`config.mk`:
```
export PLATFORM = sky130hd
export DESIGN_NAME = inst_fetch_unit
export DESIGN_NICKNAME = d
export VERILOG_FILES = /design/src/rtl/riscv_pkg.sv /design/src/rtl/sync_fifo.sv /design/src/rtl/inst_fetch_unit.sv
export SDC_FILE = /design/constraint.sdc
export NUM_CORES = 1
export LEC_CHECK = 0
export ABC_AREA = 1
export ABC_CLOCK_PERIOD_IN_PS = 3310
export BUFFER_PORTS_ARGS = -buffer_cell sky130_fd_sc_hd__buf_2
export CAP_MARGIN = 10
export CORE_MARGIN = 1.5
export CORE_UTILIZATION = 35
export DETAILED_ROUTE_END_ITERATION = 8
export PLACE_DENSITY = 0.49
export SLEW_MARGIN = 10
export SYNTH_ARGS = -nofsm -noshare
export SYNTH_HDL_FRONTEND = slang
export SYNTH_SLANG_ARGS = --single-unit
```
`constraint.sdc`:
```
create_clock -name clk -period 3.31 [get_ports clk]
set_clock_uncertainty 0.2 [all_clocks]
set_input_delay 0.1655 -clock clk [delete_from_list [all_inputs] [get_ports clk]]
set_output_delay 0.1655 -clock clk [all_outputs]
set_load 0.05 [all_outputs]
```
`src/rtl/riscv_pkg.sv`:
```
// Shared front-end types: fetch entry layout, fetch FSM states and PC helpers.
// Pure declarations; no timing or flow-control behaviour.
package riscv_pkg;

   localparam int          XLEN    = 32;
   localparam int          INST_W  = 32;
   localparam logic [31:0] PC_STEP = 32'd4;

   typedef struct packed {
      logic [XLEN-1:0]   pc;
      logic [INST_W-1:0] inst;
   } fetch_entry_t;

   typedef enum logic {
      BOOT = 1'b0,
      RUN  = 1'b1
   } fetch_state_e;

   function automatic logic [XLEN-1:0] word_align(input logic [XLEN-1:0] addr);
      return {addr[XLEN-1:2], 2'b00};
   endfunction

endpackage

```
`src/rtl/sync_fifo.sv`:
```
// Generic synchronous FIFO, registered storage; head visible the cycle after push (no bypass).
// Push is dropped when full unless a pop happens in the same cycle; flush beats push and pop.
module sync_fifo #(
   parameter type T     = logic [7:0],
   parameter int  DEPTH = 4,
   localparam int AW    = $clog2(DEPTH),
   localparam int CW    = AW + 1
) (
   input  logic          clk_i,
   input  logic          rst_ni,
   input  logic          push_i,
   input  T              push_dat_i,
   input  logic          pop_i,
   input  logic          flush_i,
   output T              head_dat_o,
   output logic [CW-1:0] count_o,
   output logic          empty_o,
   output logic          full_o
);

   T              mem_q [DEPTH];
   logic [AW-1:0] wr_ptr_q, rd_ptr_q;
   logic [CW-1:0] count_q;
   logic          do_push, do_pop;

   assign empty_o    = (count_q == '0);
   assign full_o     = (count_q == CW'(DEPTH));
   assign count_o    = count_q;
   assign head_dat_o = mem_q[rd_ptr_q];

   assign do_pop  = pop_i && !empty_o;
   assign do_push = push_i && (!full_o || do_pop);

   always_ff @(posedge clk_i or negedge rst_ni) begin
      if (!rst_ni) begin
         wr_ptr_q <= '0;
         rd_ptr_q <= '0;
         count_q  <= '0;
         for (int i = 0; i < DEPTH; i++) mem_q[i] <= '0;
      end else if (flush_i) begin
         wr_ptr_q <= '0;
         rd_ptr_q <= '0;
         count_q  <= '0;
      end else begin
         if (do_push) begin
            mem_q[wr_ptr_q] <= push_dat_i;
            wr_ptr_q        <= wr_ptr_q + 1'b1;
         end
         if (do_pop) rd_ptr_q <= rd_ptr_q + 1'b1;
         count_q <= count_q + CW'(do_push) - CW'(do_pop);
      end
   end

endmodule

```
`src/rtl/inst_fetch_unit.sv`:
```
// Instruction fetch: sequential word requests, prefetch FIFO of {pc,inst}, redirect flush.
// Request-to-inst_valid latency >= 2 cycles; issue is credit-limited so FIFO never overflows.
module inst_fetch_unit
   import riscv_pkg::*;
#(
   parameter int          DEPTH    = 4,
   parameter logic [31:0] RESET_PC = 32'h0
) (
   input  logic        clk,
   input  logic        rst,
   output logic        imem_req_valid,
   input  logic        imem_req_ready,
   output logic [31:0] imem_req_addr,
   input  logic        imem_rsp_valid,
   input  logic [31:0] imem_rsp_data,
   output logic        inst_valid,
   input  logic        inst_ready,
   output logic [31:0] inst,
   output logic [31:0] inst_pc,
   input  logic        redirect,
   input  logic [31:0] redirect_pc
);

   localparam int CW = $clog2(DEPTH) + 1;

   fetch_state_e  state_q, state_d;
   logic [31:0]   fetch_pc_q, fetch_pc_d;
   logic [31:0]   rsp_pc_q, rsp_pc_d;
   logic [CW-1:0] outst_q, outst_d;
   logic [CW-1:0] discard_q, discard_d;

   fetch_entry_t  fifo_head, fifo_push_dat;
   logic [CW-1:0] fifo_count;
   logic          fifo_empty, fifo_full;
   logic          fifo_push, fifo_pop;

   logic          run, redirect_act, req_acc, rsp_ok;
   logic [CW:0]   credits_used;

   assign run          = (state_q == RUN);
   assign redirect_act = run && redirect;
   // Every accepted request reserves a FIFO slot until its response is pushed or dropped.
   assign credits_used = {1'b0, fifo_count} + {1'b0, outst_q};

   assign imem_req_valid = run && !redirect && (credits_used < (CW+1)'(DEPTH));
   assign imem_req_addr  = fetch_pc_q;
   assign req_acc        = imem_req_valid && imem_req_ready;
   assign rsp_ok         = imem_rsp_valid && (outst_q != '0);

   assign inst_valid = !fifo_empty;
   assign inst       = fifo_head.inst;
   assign inst_pc    = fifo_head.pc;
   assign fifo_pop   = inst_valid && inst_ready && !redirect_act;

   always_comb begin
      state_d       = state_q;
      fetch_pc_d    = fetch_pc_q;
      rsp_pc_d      = rsp_pc_q;
      outst_d       = outst_q + CW'(req_acc) - CW'(rsp_ok);
      discard_d     = discard_q;
      fifo_push     = 1'b0;
      fifo_push_dat = '{pc: rsp_pc_q, inst: imem_rsp_data};

      case (state_q)
         BOOT:    state_d = RUN;
         default: state_d = RUN;
      endcase

      if (redirect_act) begin
         // Everything still in flight, minus a response landing now, is stale.
         fetch_pc_d = word_align(redirect_pc);
         rsp_pc_d   = word_align(redirect_pc);
         discard_d  = outst_d;
      end else begin
         if (req_acc) fetch_pc_d = fetch_pc_q + PC_STEP;
         if (rsp_ok) begin
            if (discard_q != '0) begin
               discard_d = discard_q - 1'b1;
            end else begin
               fifo_push = !fifo_full || fifo_pop;
               rsp_pc_d  = rsp_pc_q + PC_STEP;
            end
         end
      end
   end

   always_ff @(posedge clk or negedge rst) begin
      if (!rst) begin
         state_q    <= BOOT;
         fetch_pc_q <= RESET_PC;
         rsp_pc_q   <= RESET_PC;
         outst_q    <= '0;
         discard_q  <= '0;
      end else begin
         state_q    <= state_d;
         fetch_pc_q <= fetch_pc_d;
         rsp_pc_q   <= rsp_pc_d;
         outst_q    <= outst_d;
         discard_q  <= discard_d;
      end
   end

   sync_fifo #(
      .T     (fetch_entry_t),
      .DEPTH (DEPTH)
   ) u_prefetch_fifo (
      .clk_i      (clk),
      .rst_ni     (rst),
      .push_i     (fifo_push),
      .push_dat_i (fifo_push_dat),
      .pop_i      (fifo_pop),
      .flush_i    (redirect_act),
      .head_dat_o (fifo_head),
      .count_o    (fifo_count),
      .empty_o    (fifo_empty),
      .full_o     (fifo_full)
   );

endmodule

```
# == Yosys cells after proc, flatten, opt, wreduce, memory -nomap -nowiden ==
# Cells that the tools add are included.
# word_totals
in_bits,70
ff_bits,334
out_inout_bits,98
# classes
n_addsub,10
n_eq_ne,2
mux,22
n_lt_le_gt_ge,4
bitwise_logic,3
n_reduce_logical,27
# op_table
operator,count
$bwmux 256,1
$mux 64,3
$mux 32,5
$bmux 64 s2,1
$demux 64 s2,1
$add 32x3->32 const B,2
$mux 3,4
$logic_and 1x1->1,10
$reduce_bool 2->1,5
$mux 2,4
$add 3x1->3,2
$ge 3x3->1 const B,2
$not 2->3,2
$reduce_and 2->1,3
$reduce_bool 3->1,2
$sub 3x1->3,2
$add 2x1->2 const B,2
$add 3x3->4,1
$logic_not 1->1,4
$lt 4x3->1 const B,1
$eq 3x3->1 const B,1
$logic_not 3->1,1
$lt 3x1->1 const B,1
$mux 1,3
4 further kinds,5

# == Longest topological paths before layout ==
# depth
depth_word,12
mapped_depth,14
mapped_depth_nobuf,14

# == Hierarchy ==
# Synthesis repeated with hierarchy kept, for this count alone.
# hier_totals
hier_cells,2261
area_unflattened_um2,16828.6
# by_module_without_submodules
module,seq_area_each_um2,cells_per_inst,area_per_inst_um2,n_inst
sync_fifo,6581.3,1499,11956.5,1
inst_fetch_unit,1676.6,762,4872.2,1

# == Worst setup path after synthesis ==
# OpenSTA, ideal clock, no wires.
# synth_path
path_type,reg2reg
start,reg outst_q[1]
end,reg discard_q[2]
slack_ns,-0.146
synth_period_minus_slack_ns,3.456
path_buffers,0
arrival_time_ns,3.132
setup_time_ns,0.124
required_ns,2.986
path_stages_with_launch,15
path_cell_list,dfrtp_1 > ha_1 > nand3_1 > nand2_1 > nor2_1 > nand2_1 > ha_1 > inv_1 > ha_1 > inv_1 > fa_1 > xnor2_1 > xnor2_1 > o211ai_1 > nand2_1
# synth_between
elab_chain_cells,7
word_cells_on_any_way,11
cone_classes,add/sub (3); order compare (1); mux (1); reduce/logical (6)
# synth_rtl
item,line_no,source
from (decl),inst_fetch_unit.sv:29,"logic [CW-1:0] outst_q, outst_d;"
from (signal assigned),inst_fetch_unit.sv:98,outst_q <= outst_d;
$add 3x3->4,inst_fetch_unit.sv:43,"assign credits_used = {1'b0, fifo_count} + {1'b0, outst_q};"
$lt 4x3->1,inst_fetch_unit.sv:45,assign imem_req_valid = run && !redirect && (credits_used < (CW+1)'(DEPTH));
$logic_and 1x1->1,inst_fetch_unit.sv:45,
net imem_req_valid,inst_fetch_unit.sv:11,"output logic imem_req_valid,"
$logic_and 1x1->1,inst_fetch_unit.sv:47,assign req_acc = imem_req_valid && imem_req_ready;
$add 3x1->3,inst_fetch_unit.sv:59,outst_d = outst_q + CW'(req_acc) - CW'(rsp_ok);
$sub 3x1->3,inst_fetch_unit.sv:59,
net outst_d[2],inst_fetch_unit.sv:29,
$mux 3,inst_fetch_unit.sv:69,if (redirect_act) begin
to (signal assigned),inst_fetch_unit.sv:99,discard_q <= discard_d;
to (decl),inst_fetch_unit.sv:30,"logic [CW-1:0] discard_q, discard_d;"
# The timed path passes the listed nets, and every way through them passes these cells.
# A chain may end at the register's enable or synchronous reset.

# == Worst setup path in the final report ==
# layout_path
start,reg u_prefetch_fifo.rd_ptr_q[1]
end,out inst_pc[15]
# layout_between
elab_chain_cells,4
# layout_rtl
item,line_no,source
from (decl),sync_fifo.sv:22,"logic [AW-1:0] wr_ptr_q, rd_ptr_q;"
from (signal assigned),sync_fifo.sv:49,if (do_pop) rd_ptr_q <= rd_ptr_q + 1'b1;
$not 2->3 (implied by the code),sync_fifo.sv:29,assign head_dat_o = mem_q[rd_ptr_q];
$bmux 64 s2,sync_fifo.sv:29,
$mux 64 (implied by the code) (2 in series),sync_fifo.sv:29,
to (decl),inst_fetch_unit.sv:19,"output logic [31:0] inst_pc,"
# No other way between the ends. The select of a mux whose other input is x is not followed.

==> impl_metrics.yaml <==
outcome:
  status: "finished with violations"
  violations: "DRC"
floorplanning:
  coreArea_um2: 46700
  rows: 79
  num_io_pins: 168
  initial_core_util: 0.355
  fp.dieH_um: 221
  dieArea_um2: 48700
  die_x_um: 221
yosys:
  netlist_instances: 2190
  ys.flop_type: "dfrtp_1"
  yosysMostFrequentCell: "nand2_1"
  synth_compound_area_frac: 0.177
  avgSynthCellArea_um2: 7.57
  synth.top_cell.area_share: 0.486
  synthTopCellsByCount: "666 x nand2_1, 322 x dfrtp_1, 308 x nor2_1, 273 x o21ai_0, 100 x inv_1"
  synthAdderAreaFrac: 0.0130
  ys_seq_elements: 322
  synth-edff-count: 0
  ys_async_sr_fraction: 1.00
  ys_seq_area_frac: 0.486
  synthSimpleGateAreaFrac: 0.254
  synthDistinctLibCells: 33
  synth.area.top_cells: "dfrtp_1 49%, nand2_1 15%, o21ai_0 8.2%, nor2_1 7.0%, o21a_1 3.4%"
  synth_area_um2: 16600
  synth_top_family_by_area: "simple AND/OR/NAND/NOR gates"
  synth_top_area_cell: "dfrtp_1"
  synth_warnings: 0
  yosys.area_share.xor_xnor: 0.00423
  synth_mux_area_frac: 0
place:
  hpwl_mm: 32.8
  portBuffers: 161
  dpl.cell_count: 2856
  post_dp_cell_area_um2: 17900
  place_congestion: 0.858
clocking:
  path_clk_slew_ns: 0.06
  clkSinkCount: 322
  htree_num_levels: 2
  cts_root_buf: "clkbuf_16"
  cts_resized: 0
  clk_latency_ns: 0.56
  post_cts_buffers: 0
  cts_made_buffers: 40
  clk_path_buf_depth: 3
  cts_tree: "built"
  hold_buffers: 70
global_route:
  overflow: 0
  grt_pass1_wl_mm: 85.0
  grt_usage: 0.224
  grt_max_degree: 124
  grt_pass1_vias: 15083
  antenna_found_initial: 0
detailed_routing:
  wl_per_cell_um: 17.9
  drtIter0Drc: 959
  via_count: 15286
  drc: 9
  drtPass1Iterations: 7
  wl_mm: 53.6
  antenna_left: 0
  via_per_inst: 5.11
worst_setup_path:
  end_kind: "output port"
  cp.required_ns: 2.94
  path_max_fanout: 63
  cp-start-kind: "flip-flop"
  cp_cell_sequence: "buf_4, o21ai_0, o22ai_1, buf_2"
  slowest_delay_ns: 0.67
  critPathKind: "reg2out"
  arrival_ns: 2.66
  slowest_stage: "buf_4"
timing:
  maxSlewViolCount: 0
  max_freq_mhz: 330
  setup_viol: 0
  timing.slew.headroom: 0.341
  fin_setup_tns_ns: 0
  rsz0062_at_grt: "false"
  hold_violations: 0
  period_share: 0.915
  min_period_ns: 3.03
  worst-slew-pin-transition_ns: 0.985
pwr:
  p_per_area_nw_per_um2: 1020
  leakage_nw: 9.74
  vdd_drop_max_mv: 0.953
finish:
  antenna_cells: 0
  finalInstanceArea_um2: 19800
  drive_gt1_frac: 0.111
  fin_nets: 2447
  area_growth_pct: 19.5
  fin_cells: 2994
hold_path:
  hp-class: "in2reg"
run:
  max_cap_violations: 0
==> per-stage QoR <==
stage	utilization	total power, mW	setup slack, ns	hold WS [ns]
6_report	0.424	20.1	0.282	0.193
4_1_cts	0.424	20.4	0.244	0.159
2_1_floorplan	-	13.2	0.136	-0.330
3_3_place_gp	0.383	16.0	0.479	0.00333
5_1_grt	0.424	21.5	0.154	0.208
3_5_place_dp	0.383	16.1	0.508	0.00218
==> cell type report <==
type / instances / area [um^2]
Timing Repair Buffer: 268 / 1930
Inverter: 102 / 384
Tap cell: 607 / 759
Multi-Input combinational cell: 1627 / 7450
Fill cell: 4879 / 26900
Clock inverter: 7 / 65.1
Clock buffer: 61 / 1140
Sequential cell: 322 / 8060
==> cell usage in the layout, fill, tap and decap left out, types with 7 or more instances in the layout <==
cell / Yosys / layout
inv_1: 100 / 99
buf_4: 11 / 26
ha_1: 14 / 14
o21ai_1: 50 / 50
buf_12: 0 / 11
nand2_1: 666 / 665
dlygate4sd3_1: 0 / 70
nor3_1: 7 / 7
nor2_1: 308 / 307
o21ai_0: 273 / 273
a21oi_1: 37 / 37
clkbuf_1: 62 / 15
a31oi_1: 14 / 14
nand3_1: 79 / 79
dfrtp_1: 322 / 320
clkbuf_16: 0 / 40
buf_2: 58 / 160
o22ai_1: 61 / 61
o21a_1: 76 / 76
==> worst max-delay path: cells and delay by family (launching register included) <==
kind            cells  cell delay (ns)
compound gates      2             0.68
buf+inv             2             1.04
flops               1             0.36
==> kinds of logic (layout without fill, tap and decap cells) <==
group,after synthesis,count (layout)
AND/OR/NAND/NOR,1075,1075
XOR/XNOR,8,8
adder cells (fa/ha/maj),16,16
other,2,5
buffers and inverters,244,438
AO/OA/AOI/OAI,523,523
flip-flops,322,322
==> report_power, final <==
part	switching [mW]	total, mW	internal [mW]
clock	1.75	4.13	2.38
sequential	1.05	6.40	5.35
combinational	7.08	9.60	2.52
total	9.88	20.1	10.2
==> metal layers <==
layer / share of wire / wire, um / vias up / track usage
li1: - / - / 7471 / -
met1: 0.46 / 24900 / 7453 / 0.305
met2: 0.48 / 25500 / 290 / 0.378
met3: 0.040 / 2120 / 72 / 0.0294
met4: 0.019 / 1040 / 0 / 0.0554
met5: 0 / 0 / - / 0
==> worst paths after layout <==
check | startpoint | to | slack (ns) | cells after the start
min in group asynchronous | rst | u_prefetch_fifo.mem_q[7]$_DFFE_PN0P_ | 0.46 | 3
worst max register to register | outst_q[1]$_DFF_PN0_ | discard_q[2]$_DFFE_PN0P_ | 0.54 | 14
worst min-delay path | imem_rsp_data[15] | u_prefetch_fifo.mem_q[143]$_DFFE_PN0P_ | 0.19 | 4
max in group asynchronous | rst | run$_DFF_PN0_ | 0.71 | 4
worst min register to register | u_prefetch_fifo.mem_q[159]$_DFFE_PN0P_ | u_prefetch_fifo.mem_q[159]$_DFFE_PN0P_ | 0.27 | 2
worst max-delay path | u_prefetch_fifo.rd_ptr_q[1]$_DFFE_PN0P_ | inst_pc[15] | 0.28 | 4
==> state kept, by name, summed over array words and instances (netlist names) <==
register                  count
u_prefetch_fifo.mem_q       248
imem_req_addr                30
rsp_pc_q                     30
discard_q                     3
outst_q                       3
u_prefetch_fifo.count_o       3
u_prefetch_fifo.rd_ptr_q      2
u_prefetch_fifo.wr_ptr_q      2
run                           1
(Power assumes the default switching activity.)
